File: config.mk
export PLATFORM = sky130hd
export DESIGN_NAME = dsp_mac_sequencer
export DESIGN_NICKNAME = d
export VERILOG_FILES = /design/src/rtl/dsp_mac_sequencer.sv
export SDC_FILE = /design/constraint.sdc
export NUM_CORES = 1
export LEC_CHECK = 0
export ABC_AREA = 1
export CAP_MARGIN = 10
export CORE_AREA = 2 2 114 116
export DETAILED_ROUTE_END_ITERATION = 8
export DIE_AREA = 0 0 116 118
export GPL_TIMING_DRIVEN = 0
export PLACE_DENSITY = 0.8
export REMOVE_ABC_BUFFERS = 1
export SLEW_MARGIN = 0
export SYNTH_ARGS = -nofsm -noshare
export SYNTH_HDL_FRONTEND = slang
export SYNTH_SLANG_ARGS = --single-unit
File: constraint.sdc
create_clock -name clk -period 1.8 [get_ports clk]
set_clock_uncertainty 0.05 [all_clocks]
set_input_delay 0.36 -clock clk [delete_from_list [all_inputs] [get_ports clk]]
set_output_delay 0.36 -clock clk [all_outputs]
set_load 0.005 [all_outputs]
File: src/rtl/dsp_mac_sequencer.sv
// Sequencer that drives a single DSP48A1 slice as a multiply-accumulator.
// It streams operand beats into A/B with skewed OPMODE codes, then returns the drained P.
module dsp_mac_sequencer #(
    parameter int LATENCY = 3,
    parameter int CNT_W   = 16
) (
    input  logic             clk,
    input  logic             rst,
    input  logic             s_valid,
    output logic             s_ready,
    input  logic [17:0]      s_a,
    input  logic [17:0]      s_b,
    input  logic             s_last,
    output logic             m_valid,
    input  logic             m_ready,
    output logic [47:0]      m_result,
    output logic [CNT_W-1:0] m_count,
    output logic [17:0]      dsp_a,
    output logic [17:0]      dsp_b,
    output logic [17:0]      dsp_d,
    output logic [47:0]      dsp_c,
    output logic             dsp_carryin,
    output logic [7:0]       dsp_opmode,
    output logic             dsp_ce,
    output logic             dsp_rst,
    input  logic [47:0]      dsp_p
);
    localparam int DW = $clog2(LATENCY + 1) + 1;

    localparam logic [7:0] OP_CLEAR = 8'h00;
    localparam logic [7:0] OP_FIRST = 8'h01;
    localparam logic [7:0] OP_ACCUM = 8'h09;
    localparam logic [7:0] OP_HOLD  = 8'h08;

    typedef enum logic [1:0] {IDLE, RUN, DRAIN, OUT} state_t;

    state_t        state_reg, state_next;
    logic [DW-1:0] drain_cnt_reg;
    logic [7:0]    op_stage_reg;
    logic          accept;
    logic          drain_done;
    logic          handshake;
    logic [7:0]    op_code;

    assign dsp_d       = '0;
    assign dsp_c       = '0;
    assign dsp_carryin = 1'b0;

    assign s_ready    = !rst && ((state_reg == IDLE) || (state_reg == RUN));
    assign accept     = s_valid && s_ready;
    assign drain_done = (state_reg == DRAIN) && (drain_cnt_reg == DW'(LATENCY));
    assign handshake  = (state_reg == OUT) && m_ready;

    always_ff @(posedge clk) begin
        if (rst) state_reg <= IDLE;
        else     state_reg <= state_next;
    end

    always_comb begin
        state_next = state_reg;
        op_code    = OP_CLEAR;
        case (state_reg)
            IDLE: begin
                if (accept) begin
                    op_code    = OP_FIRST;
                    state_next = s_last ? DRAIN : RUN;
                end
            end
            RUN: begin
                op_code = accept ? OP_ACCUM : OP_HOLD;
                if (accept && s_last) state_next = DRAIN;
            end
            DRAIN: begin
                op_code = OP_HOLD;
                if (drain_done) state_next = OUT;
            end
            OUT: begin
                if (m_ready) state_next = IDLE;
            end
            default: state_next = IDLE;
        endcase
    end

    // OPMODE is staged one extra cycle so it meets the registered M product at the P register.
    always_ff @(posedge clk) begin
        if (rst) begin
            dsp_a        <= '0;
            dsp_b        <= '0;
            op_stage_reg <= OP_CLEAR;
            dsp_opmode   <= OP_CLEAR;
            dsp_ce       <= 1'b1;
            dsp_rst      <= 1'b1;
        end else begin
            dsp_a        <= accept ? s_a : 18'd0;
            dsp_b        <= accept ? s_b : 18'd0;
            op_stage_reg <= op_code;
            dsp_opmode   <= op_stage_reg;
            dsp_ce       <= 1'b1;
            dsp_rst      <= 1'b0;
        end
    end

    always_ff @(posedge clk) begin
        if (rst) begin
            drain_cnt_reg <= '0;
            m_valid       <= 1'b0;
            m_result      <= '0;
            m_count       <= '0;
        end else begin
            if (state_reg == DRAIN && !drain_done) drain_cnt_reg <= drain_cnt_reg + DW'(1);
            else                                   drain_cnt_reg <= '0;

            if (drain_done) begin
                m_result <= dsp_p;
                m_valid  <= 1'b1;
            end else if (handshake) begin
                m_valid  <= 1'b0;
            end

            if (handshake)                       m_count <= '0;
            else if (accept && (m_count != '1))  m_count <= m_count + CNT_W'(1);
        end
    end
endmodule

==> flow_metrics.py <==
metrics = {
    "sta": {
        "finalSetupViolCount": 0,
        "finalWorstSetupSlack_ps": 49.96,
        "drv_slew": 0,
        "fin_crit_sh_pct": 97.22,
        "slew_headroom_pct": 63.70,
        "hold_violations": 0,
        "rsz0062_at_grt": "no",
        "hold_slack_ps": 354.6,
        "tightest_slew_ps": 544.5,
        "max_freq_mhz": 571.4,
        "period_needed_ps": 1750,
    },
    "layout": {
        "final_cell_mix": "clkdlybuf4s50_1, nor2_1, dfxtp_1, conb_1, nand2_1",
        "n_fill_cell": 1188,
        "largest_reg_flops": 48,
        "nets": 888,
        "finish.utilization_pct": 55.36,
        "layout_commonest_cell": "clkdlybuf4s50_1",
        "finalNonFillerCells": 968,
        "diodes": 0,
        "postLayoutCellArea_mm2": 0.006873,
        "largestRegisters": "m_result: 48 flops, dsp_a: 18 flops, dsp_b: 18 flops",
        "largest-register": "m_result",
        "area_growth_pct": 47.86,
        "drive_gt1_share_pct": 6.784,
    },
    "critical_path": {
        "cp.arrival_ps": 1340,
        "critPathRequiredTime_ps": 1390,
        "cp_max_fo": 6,
        "regToRegStartpoint": "state_reg[1]",
        "path_class": "reg -> out",
        "crit_buf_inv": 1,
        "crit_chain": "clkdlybuf4s50_1",
        "reg2reg_depth": 11,
        "r2r_slack_ps": 160,
        "cp-end-kind": "primary output",
        "start_kind": "register",
        "crit_end": "m_count[9]",
        "cpPeakStageDelay_ps": 540,
        "rr_endpoint": "m_count[15]",
        "crit_family": "buffers and inverters",
        "cp-startpoint": "m_count[9]",
        "cp_num_cells": 1,
        "crit_slowest_cell": "clkdlybuf4s50_1",
    },
    "global_routing": {
        "track_usage_pct": 16.88,
        "grt_max_degree": 51,
        "grt-ovfl-total": 0,
        "use_met2_pct": 30.30,
        "top_usage_layer": "met2",
        "grt_pass1_wl_mm": 18.15,
        "grt_use_met1_pct": 18.23,
        "antenna_found_initial": 0,
        "met3_usage_pct": 5.458,
        "grt_pass1_vias": 3723,
    },
    "synthesis": {
        "yosysTopAreaCell": "dfxtp_1",
        "synth_area_mm2": 0.004648,
        "synth.distinct_cells": 25,
        "yosys-top-cells-area": "dfxtp_1, nor2_1, buf_4",
        "yosysSeqAreaShare_pct": 47.81,
        "syn_avg_cell_area_um2": 7.708,
        "ys_warn_count": 0,
        "synth_cells": 603,
        "yosysTopAreaCellShare_pct": 47.81,
        "ys_ff_latch": 111,
    },
    "placed_design": {
        "placed_area_mm2": 0.006405,
        "dp.cells": 944,
        "pre_cts_ws_ps": -1696,
        "gp_congestion": 0.8051,
        "port_buffers": 193,
        "dp_hpwl_mm": 8.085,
    },
    "die": {
        "std_cell_rows": 41,
        "core_area_mm2": 0.01241,
        "ios": 268,
        "initial_core_util_pct": 37.44,
        "fp.dieH_um": 118,
        "dieArea_mm2": 0.01369,
        "die_x_um": 116,
    },
    "cts": {
        "htreeDepth": 3,
        "cts_root_buf": "clkbuf_16",
        "cts_buffer_depth": 2,
        "clkLatencyLatePin_ps": 350,
        "cts_hold_buf": 0,
        "cts_tree": "done",
        "clk_pin_slew_ps": 70,
        "numCtsBuffers": 9,
        "clock_sinks": 111,
    },
    "detailed_routing": {
        "drt.antenna.violating_nets": 0,
        "drt_iter0_drc": 150,
        "vias": 4107,
        "remaining_drc_errors": 0,
        "wirelength_mm": 11.70,
        "wl_per_cell_um": 12.09,
        "first_pass_iters": 4,
        "viasPerCell": 4.243,
    },
    "power": {
        "leakagePower_nw": 2.794,
        "ir_worst_vdd_mv": 0.4430,
        "p_per_area_mw_per_mm2": 833.3,
    },
    "flow_run": {
        "maxCapViolCount": 0,
    },
    "run_status": {
        "status": "finished clean",
    },
    "worst_hold_path": {
        "hold_class": "reg -> reg",
    },
}
[stage by stage]
step,setup TNS (ps),power [mW]
2_1_floorplan,-30810,3.191
3_3_place_gp,-152670,3.713
3_5_place_dp,-98590,3.737
4_1_cts,0,5.770
5_1_grt,0,6.041
6_report,0,5.727
[Yosys cell counts]
master    number
nor2_4         3
o21a_1         1
o21ai_1        1
dfxtp_1      111
nand4_1        6
o21ai_2        1
nand2_2        1
buf_4         74
ha_1           7
clkbuf_1      12
nor2_2         1
xor2_1         5
a21oi_2        7
xnor2_1        2
nand3_2        1
conb_1         2
buf_2          8
a21oi_1        8
o21ai_0       51
inv_2          1
nand3_1       10
inv_1         60
nand2_1       62
buf_6          2
nor2_1       166
[cell families (layout without fill, tap and decap cells)]
| kind of cell | Yosys count | in the layout | synth area share, % |
|---|---|---|---|
| other | 2 | 74 | 0.1616 |
| adder cells (fa/ha/maj) | 7 | 7 | 1.884 |
| flip-flops | 111 | 111 | 47.81 |
| AO/OA/AOI/OAI | 69 | 69 | 8.129 |
| buffers and inverters | 157 | 276 | 19.19 |
| AND/OR/NAND/NOR | 250 | 252 | 21.51 |
| XOR/XNOR | 7 | 7 | 1.319 |
[worst min path at each step]
stage                    endpoint  cells after the start            start  slack [ps]
floorplan                 dsp_rst                      0              rst         340
global route        dsp_opmode[0]                      2  op_stage_reg[0]         370
CTS                 dsp_opmode[3]                      2  op_stage_reg[3]         360
global placement    dsp_opmode[3]                      2  op_stage_reg[3]         340
finish              dsp_opmode[3]                      2  op_stage_reg[3]         350
detailed placement  dsp_opmode[3]                      2  op_stage_reg[3]         350
[routing by layer]
layer  wire length [µm]  part of all wire [%]
met5                  0                     0
met1               4463                    38
met3               1200                    10
met2               5867                    50
met4                173                   1.5
[layout make-up]
type                       instances  area [µm²]  share of cell area (%)
clock buffer                      12       246.5                   3.586
inverter                          61       266.5                   3.878
timing repair buffer             199        1996                   29.04
clock inverter                     3       20.02                  0.2913
timing repair inverter             1       8.758                  0.1274
multi-input combinational        409        1889                   27.49
tap                              172       215.2                   3.131
sequential                       111        2231                   32.46
[where the power goes]
part | total [mW] | switching (mW) | internal (mW)
Clock | 1.82 | 0.852 | 0.968
Sequential | 2.66 | 0.0589 | 2.60
Combinational | 1.25 | 0.627 | 0.620
Total | 5.73 | 1.54 | 4.19
[what timing repair did]
action                     4_1_cts  5_1_grt
setup endpoints to repair      105       36
gates cloned                     3        0
pin swaps                        3        2
buffers inserted                 5        1
hold endpoints to repair         0        0
gates resized for setup         22       10
[worst register-to-register path: stages (launching register included)]
cell     delay (ps)
dfxtp_2         320
inv_2            90
ha_2            200
inv_1            60
nand2_2         140
nand3_4         120
buf_12          150
nor2_4           90
buf_12          150
nand3_1          70
nand2_1          70
nor2_1           40
(Power assumes the default switching activity.)
